**src/rtl/fifo_pkg.sv**
```systemverilog
// Shared defaults, width helpers and payload types for the synchronous FIFO.
package fifo_pkg;

  localparam int unsigned DEFAULT_WIDTH = 16;
  localparam int unsigned DEFAULT_DEPTH = 8;

  // Pointer width: enough bits to address DEPTH entries (at least one bit).
  function automatic int unsigned ptr_w(input int unsigned depth);
    return (depth < 2) ? 1 : $clog2(depth);
  endfunction

  // Count width: enough bits to hold the values 0..DEPTH inclusive.
  function automatic int unsigned cnt_w(input int unsigned depth);
    return $clog2(depth + 1);
  endfunction

  typedef logic [DEFAULT_WIDTH-1:0] fifo_word_t;

  // Per-access status reported one cycle after the request.
  typedef struct packed {
    logic wr_ack;
    logic overflow;
    logic underflow;
  } fifo_status_t;

endpackage

```
**src/rtl/fifo_mem.sv**
```systemverilog
// Dual-port register array: one write port, one registered read port.
// Storage itself is not reset; only the read-data register is.
module fifo_mem
  import fifo_pkg::*;
#(
  parameter int unsigned WIDTH = DEFAULT_WIDTH,
  parameter int unsigned DEPTH = DEFAULT_DEPTH,
  parameter int unsigned AW    = ptr_w(DEPTH)
) (
  input  logic             clk,
  input  logic             rst_n,
  input  logic             wr_en_i,
  input  logic [AW-1:0]    wr_addr_i,
  input  logic [WIDTH-1:0] wr_data_i,
  input  logic             rd_en_i,
  input  logic [AW-1:0]    rd_addr_i,
  output logic [WIDTH-1:0] rd_data_o
);

  logic [WIDTH-1:0] mem_q [DEPTH];
  logic [WIDTH-1:0] rd_data_q;

  // Storage write port; contents are undefined until written.
  always_ff @(posedge clk) begin
    if (wr_en_i) begin
      mem_q[wr_addr_i] <= wr_data_i;
    end
  end

  // Registered read port; holds its value when no read is issued.
  always_ff @(posedge clk or negedge rst_n) begin
    if (!rst_n) begin
      rd_data_q <= '0;
    end else if (rd_en_i) begin
      rd_data_q <= mem_q[rd_addr_i];
    end
  end

  assign rd_data_o = rd_data_q;

endmodule

```
**src/rtl/sync_fifo.sv**
```systemverilog
// Single-clock FIFO with occupancy flags and per-access status
// (write acknowledge, overflow, underflow). Depth need not be a power of two.
module sync_fifo
  import fifo_pkg::*;
#(
  parameter int unsigned FIFO_WIDTH = DEFAULT_WIDTH,
  parameter int unsigned FIFO_DEPTH = DEFAULT_DEPTH
) (
  input  logic                  clk,
  input  logic                  rst_n,
  input  logic [FIFO_WIDTH-1:0] data_in,
  input  logic                  wr_en,
  input  logic                  rd_en,
  output logic [FIFO_WIDTH-1:0] data_out,
  output logic                  wr_ack,
  output logic                  overflow,
  output logic                  underflow,
  output logic                  full,
  output logic                  empty,
  output logic                  almostfull,
  output logic                  almostempty
);

  localparam int unsigned PTR_W = ptr_w(FIFO_DEPTH);
  localparam int unsigned CNT_W = cnt_w(FIFO_DEPTH);

  localparam logic [PTR_W-1:0] PTR_LAST = PTR_W'(FIFO_DEPTH - 1);
  localparam logic [CNT_W-1:0] CNT_FULL = CNT_W'(FIFO_DEPTH);
  localparam logic [CNT_W-1:0] CNT_AF   = CNT_W'(FIFO_DEPTH - 1);
  localparam logic [CNT_W-1:0] CNT_ONE  = CNT_W'(1);

  logic [PTR_W-1:0] wr_ptr_q, wr_ptr_d;
  logic [PTR_W-1:0] rd_ptr_q, rd_ptr_d;
  logic [CNT_W-1:0] count_q, count_d;
  fifo_status_t     status_q, status_d;

  logic full_c;
  logic empty_c;
  logic wr_ok;
  logic rd_ok;

  // Explicit wrap so non-power-of-two depths work.
  function automatic logic [PTR_W-1:0] next_ptr(input logic [PTR_W-1:0] ptr);
    return (ptr == PTR_LAST) ? '0 : ptr + PTR_W'(1);
  endfunction

  // Occupancy flags decoded from the current count.
  assign full_c      = (count_q == CNT_FULL);
  assign empty_c     = (count_q == '0);
  assign full        = full_c;
  assign empty       = empty_c;
  assign almostfull  = (count_q == CNT_AF);
  assign almostempty = (count_q == CNT_ONE);

  // Accept decisions use the pre-edge flags, so a read at empty or a write
  // at full is rejected even if the other side is accepted in the same cycle.
  always_comb begin
    wr_ok    = wr_en && !full_c;
    rd_ok    = rd_en && !empty_c;
    wr_ptr_d = wr_ptr_q;
    rd_ptr_d = rd_ptr_q;
    count_d  = count_q;
    status_d = '0;

    if (wr_ok) begin
      wr_ptr_d = next_ptr(wr_ptr_q);
    end
    if (rd_ok) begin
      rd_ptr_d = next_ptr(rd_ptr_q);
    end

    unique case ({wr_ok, rd_ok})
      2'b10:   count_d = count_q + CNT_W'(1);
      2'b01:   count_d = count_q - CNT_W'(1);
      default: count_d = count_q;
    endcase

    status_d.wr_ack    = wr_ok;
    status_d.overflow  = wr_en && full_c;
    status_d.underflow = rd_en && empty_c;
  end

  // Pointer, count and status registers.
  always_ff @(posedge clk or negedge rst_n) begin
    if (!rst_n) begin
      wr_ptr_q <= '0;
      rd_ptr_q <= '0;
      count_q  <= '0;
      status_q <= '0;
    end else begin
      wr_ptr_q <= wr_ptr_d;
      rd_ptr_q <= rd_ptr_d;
      count_q  <= count_d;
      status_q <= status_d;
    end
  end

  assign wr_ack    = status_q.wr_ack;
  assign overflow  = status_q.overflow;
  assign underflow = status_q.underflow;

  fifo_mem #(
    .WIDTH (FIFO_WIDTH),
    .DEPTH (FIFO_DEPTH),
    .AW    (PTR_W)
  ) u_mem (
    .clk       (clk),
    .rst_n     (rst_n),
    .wr_en_i   (wr_ok),
    .wr_addr_i (wr_ptr_q),
    .wr_data_i (data_in),
    .rd_en_i   (rd_ok),
    .rd_addr_i (rd_ptr_q),
    .rd_data_o (data_out)
  );

endmodule
```
**config.mk**
```make
export PLATFORM = sky130hd
export DESIGN_NAME = sync_fifo
export DESIGN_NICKNAME = d
export VERILOG_FILES = /design/src/rtl/fifo_pkg.sv /design/src/rtl/fifo_mem.sv /design/src/rtl/sync_fifo.sv
export SDC_FILE = /design/constraint.sdc
export NUM_CORES = 1
export LEC_CHECK = 0
export ABC_CLOCK_PERIOD_IN_PS = 7900
export CORE_MARGIN = 2
export CORE_UTILIZATION = 30
export CTS_CLUSTER_DIAMETER = 80
export CTS_CLUSTER_SIZE = 24
export DETAILED_ROUTE_END_ITERATION = 12
export SYNTH_ARGS = -nofsm -noshare
export SYNTH_HDL_FRONTEND = slang
export SYNTH_SLANG_ARGS = --single-unit
```
**constraint.sdc**
```tcl
create_clock -name clk -period 7.9 [get_ports clk]
set_clock_uncertainty 0.05 [all_clocks]
set_input_delay 0.79 -clock clk [delete_from_list [all_inputs] [get_ports clk]]
set_output_delay 0.79 -clock clk [all_outputs]
set_load 0.005 [all_outputs]
```
# ---- Word-level counts from Yosys, hierarchy flattened
# Memories as Yosys holds them, arrays and structs flattened. A register that Yosys moved wholly into a read port is not among the register bits.
# Cells that the tools add are included.
# Widths: inputs -> output; s select.
dict set report totals {
  reg_bits 13
  ram_bits 128
  input_bits 20
  out_inout_bits 23
  wordCells 32
  memories 1
}
# memory words word_bits read_ports rd_clocked_by_memory_dff write_ports line_no
set memory_table {}
lappend memory_table {u_mem.mem_q 8 16 1 1 1 fifo_mem.sv:20} ;# logic [WIDTH-1:0] mem_q [DEPTH];
dict set report classes {
  add_sub_neg 4
  n_eq_ne 7
  muxes 5
  n_reduce_logical 9
}
# cell n
set ops {}
lappend ops {{$pmux 4 s2} 1}
lappend ops {{$add 3x1->3 const B} 2}
lappend ops {{$eq 3x3->1 const B} 2}
lappend ops {{$mux 3} 2}
lappend ops {{$add 4x1->4 const B} 1}
lappend ops {{$eq 4x1->1 const B} 1}
lappend ops {{$eq 4x3->1 const B} 1}
lappend ops {{$eq 4x4->1 const B} 1}
lappend ops {{$logic_and 1x1->1} 4}
lappend ops {{$logic_not 4->1} 1}
lappend ops {{$sub 4x1->4 const B} 1}
lappend ops {{$logic_not 1->1} 3}
lappend ops {{$eq 2x1->1 const B} 1}
lappend ops {{$eq 2x2->1 const B} 1}
lappend ops {{$mux 1} 2}
lappend ops {{$reduce_bool 2->1} 1}

# ---- Logic depth before layout (Yosys ltp)
dict set report depth {
  ltp_word 5
  depth_mapped 10
  depth_no_buf 9
}

# ---- By module
# Synthesis repeated with hierarchy kept, for this count alone.
dict set report hier_totals {
  cells_unflattened 378
  hier_area_um2 6327.3
}
# module n_inst cells_per_inst area_each_um2 seq_area_each_um2
set by_module_without_submodules {}
lappend by_module_without_submodules {fifo_mem 1 325 5652.9 4244.1}
lappend by_module_without_submodules {sync_fifo 1 53 674.4 325.3}

# ---- Least setup slack after synthesis
# OpenSTA, ideal clock, no wires.
dict set report synth_path {
  kind {register -> register}
  from {register count_q[0]}
  to {memory u_mem.mem_q[0][0] (netlist bit), enable pin}
  setup_ns 0.430
  arrival_time_ns 2.572
  t_required_ns 7.420
  slack_ns 4.848
  stages_incl_launch_ff 6
  path_buffers 0
  period_less_slack_ns 3.052
  cell_sequence {dfrtp_1 inv_1 ha_1 nand3b_1 nand2_1 nor4_1}
}
dict set report synth_between {
  elab_chain_cells 5
}
# element line_no
set synth_rtl {}
lappend synth_rtl {{start, declared} sync_fifo.sv:34} ;# logic [CNT_W-1:0] count_q, count_d;
lappend synth_rtl {{start signal, assigned} sync_fifo.sv:93} ;# count_q <= count_d;
lappend synth_rtl {{$eq 4x4->1} sync_fifo.sv:48} ;# assign full_c = (count_q == CNT_FULL);
lappend synth_rtl {{$logic_not 1->1} sync_fifo.sv:58} ;# wr_ok = wr_en && !full_c;
lappend synth_rtl {{$logic_and 1x1->1} sync_fifo.sv:58}
lappend synth_rtl {{$mux 1} fifo_mem.sv:25} ;# if (wr_en_i) begin
lappend synth_rtl {{$mux 1 (implied by the code)} fifo_mem.sv:26} ;# mem_q[wr_addr_i] <= wr_data_i;
lappend synth_rtl {{end, declared} fifo_mem.sv:20}
# Every way passes these cells.

# ---- Worst setup path after layout
dict set report layout_path {
  from {register count_q[0]}
  to {output port empty}
}
dict set report layout_between {
  elab_chain_cells 1
}
# element line_no
set layout_rtl {}
lappend layout_rtl {{$logic_not 4->1} sync_fifo.sv:49} ;# assign empty_c = (count_q == '0);
lappend layout_rtl {{end, declared} sync_fifo.sv:19} ;# output logic empty,
# Every way passes these cells.

==> results.py <==
metrics = {
    "run_status": {
        "status": "complete, no violations",
    },
    "job": {
        "max_cap_violations": 0,
    },
    "drt": {
        "wl_per_cell_um": 18.4,
        "drc": 0,
        "drt_wl_total_um": 13000,
        "via_per_inst": 4.66,
        "vias": 3302,
        "drt_iter0_drc": 151,
        "first_pass_iters": 4,
        "antenna_left": 0,
    },
    "worst_setup_path": {
        "worstPathRequired_ps": 7060,
        "crit_fanout": 20,
        "slowest_stage": "clkdlybuf4s50_1",
        "critPathCaptureType": "primary output",
        "slowest_delay_ps": 550,
        "worstSetupPathType": "reg2out",
        "start_kind": "flop",
        "cp_cell_sequence": "inv_1 -> ha_1 -> nor3b_2 -> buf_4 -> clkdlybuf4s50_1",
        "arrival_ps": 2160,
    },
    "clocking": {
        "cts_buffers": 17,
        "clock_latency_ps": 420,
        "cts_max_level": 4,
        "clkTransAtPathRegs_ps": 60,
        "ctsResizeCount": 0,
        "clock-sinks": 157,
        "cts_setup_buffers": 0,
        "hold_buffers": 0,
        "cts.path.max_buffers": 2,
        "cts-root-buf": "clkbuf_16",
        "cts_tree": "done",
    },
    "timing": {
        "setup_viol": 0,
        "worstMarginPinSlew_ps": 1020,
        "fmax_ghz": 0.333,
        "period_minus_slack_ps": 3000,
        "timing.final.crit_share": 0.380,
        "rsz0062_at_grt": "no",
        "hold_violations": 0,
        "slew_viol_final": 0,
        "slew_headroom": 0.321,
        "timing.setup.tns_ps": 0,
    },
    "synthesis": {
        "synth_fa_ha_area_frac": 0.0159,
        "synth_largest_area_cell": "edfxtp_1",
        "ys_seq_elements": 157,
        "synthCells": 364,
        "synth_xor_area_frac": 0.00555,
        "synth_cell_types": 32,
        "synth_compound_gate_area_share": 0.0857,
        "yosys-top-cells-area": "edfxtp_1 61%, dfrtp_1 12%, mux2i_1 5.2%, mux2_2 4.6%, o31ai_2 3.2%",
        "synth_top_area_frac": 0.609,
        "syn_area_mm2": 0.00631,
        "syn_nets": 392,
        "ys.warnings.count": 0,
        "ys_seq_area_frac": 0.724,
        "synth-simple-area-share": 0.0282,
        "synthMuxAreaShare": 0.118,
        "syn_area_per_cell_um2": 17.3,
        "synth_top_family_by_area": "multiplexers",
    },
    "global_route": {
        "grt_util_met1": 0.145,
        "grt.busiest_layer": "met2",
        "grt_max_degree": 68,
        "antenna_found_initial": 1,
        "grt_first_pass_wirelength_um": 19600,
        "grt_use_met3": 0.0422,
        "grtUsageTotal": 0.123,
        "overflow": 0,
        "use_met2": 0.209,
        "grt_pass1_vias": 3505,
    },
    "place": {
        "dp_hpwl_um": 7490,
        "place_congestion": 0.729,
        "portBuffers": 42,
    },
    "floorplan": {
        "rows": 53,
        "io-pin-count": 43,
        "dieArea_mm2": 0.0222,
        "die_x_um": 149,
        "die_y_um": 149,
        "coreArea_mm2": 0.0208,
        "start_util": 0.303,
    },
    "power_and_ir_drop": {
        "ir_drop_mv": 0.160,
        "leakagePower_nw": 2.68,
        "power.density_mw_per_mm2": 361,
    },
    "finish": {
        "drive_gt1_frac": 0.218,
        "final_common_cell": "edfxtp_1",
        "final_cell_mix": "128 x edfxtp_1, 42 x clkdlybuf4s50_1, 33 x mux2i_1",
        "fin_util": 0.367,
        "syn_to_final_growth_pct": 21.1,
        "num-nets-final": 448,
    },
    "worst_hold_path": {
        "hp-class": "reg2reg",
    },
}
==> cells by family after synthesis <==
group                    after synthesis
buffers and inverters                 24
flip-flops                           157
AND/OR/NAND/NOR                       33
multiplexers                          70
adder cells (fa/ha/maj)                8
AO/OA/AOI/OAI                         68
XOR/XNOR                               4
==> report_power, final <==
| group | switching, mW | total, mW | internal, mW |
|---|---|---|---|
| logic | 0.445 | 0.846 | 0.401 |
| registers | 0.0965 | 1.17 | 1.07 |
| clock network | 0.312 | 0.741 | 0.430 |
| total | 0.853 | 2.76 | 1.90 |
==> sequential cells by signal, indices dropped and copies added, names as in the netlist <==
| signal | count |
|---|---|
| overflow | 1 |
| count_q | 4 |
| u_mem.rd_data_o | 16 |
| rd_ptr_q | 3 |
| wr_ptr_q | 3 |
| underflow | 1 |
| wr_ack | 1 |
| u_mem.mem_q | 128 |
==> worst max-delay path, delay by kind of cell, from the launching register on <==
| kind | cells | cell delay [ps] |
|---|---|---|
| DFF | 1 | 450 |
| adders and majority gates | 1 | 190 |
| and+or+nand+nor | 1 | 180 |
| buffers and inverters | 3 | 920 |
==> routing by layer <==
metal  vias up  wire length, µm
met3        14              551
met1      1682             5660
met4         2              134
li1       1542                -
met2        62             6670
met5         -               16
==> final cells by class <==
class                           instances  area [µm²]
Fill cell                            1978       13200
Sequential cell                       157        4570
Multi-Input combinational cell        183        1630
Timing Repair Buffer                   55         518
Clock buffer                           17         425
Tap cell                              275         344
Clock inverter                         14         120
Inverter                                6        22.5
Antenna cell                            1        2.50
==> final timing paths <==
check	slack, ps	endpoint	cells past startpoint	from
worst min-delay path	490	u_mem.rd_data_o[5]	2	u_mem.rd_data_o[5]
worst max register to register	5130	count_q[3]	11	count_q[0]
max in group asynchronous	6730	rd_ptr_q[0]	2	rst_n
min in group asynchronous	740	wr_ack	2	rst_n
worst max-delay path	4900	empty	5	count_q[0]
worst min register to register	490	u_mem.rd_data_o[5]	2	u_mem.rd_data_o[5]
==> cells in the mapped netlist <==
| cell | instances |
|---|---|
| and2_1 | 2 |
| nor2b_1 | 2 |
| nor3b_1 | 2 |
| nor2_1 | 8 |
| mux2i_1 | 33 |
| a21oi_1 | 1 |
| ha_1 | 8 |
| edfxtp_1 | 128 |
| nand3b_1 | 1 |
| clkbuf_1 | 3 |
| nand3_1 | 1 |
| xor2_1 | 2 |
| xnor2_1 | 2 |
| o21ai_0 | 15 |
| or4b_1 | 1 |
| a22o_1 | 16 |
| buf_6 | 4 |
| inv_2 | 1 |
| mux2_1 | 11 |
| inv_1 | 5 |
| buf_4 | 2 |
| nand2_1 | 5 |
| nand2b_1 | 5 |
| dfrtp_1 | 29 |
| o31ai_2 | 16 |
| nor3_1 | 4 |
| nor4_1 | 1 |
| o22ai_1 | 16 |
| mux2_2 | 26 |
| o21ai_1 | 4 |
| nand4b_1 | 1 |
| buf_2 | 9 |
==> through the flow <==
stage | hold slack, ps | std cells | setup slack [ps] | power (mW) | instance area [µm²]
global route | 533 | 707 | 4790 | 2.90 | 7630
detailed placement | 482 | 676 | 5050 | 2.05 | 7090
floorplan | 443 | 364 | 4850 | 1.73 | 6310
global placement | 478 | 676 | 5080 | 2.01 | 7090
finish | 492 | 708 | 4900 | 2.76 | 7640
CTS | 496 | 707 | 4880 | 2.80 | 7630
No activity file was read; power rests on OpenSTA's default activity.
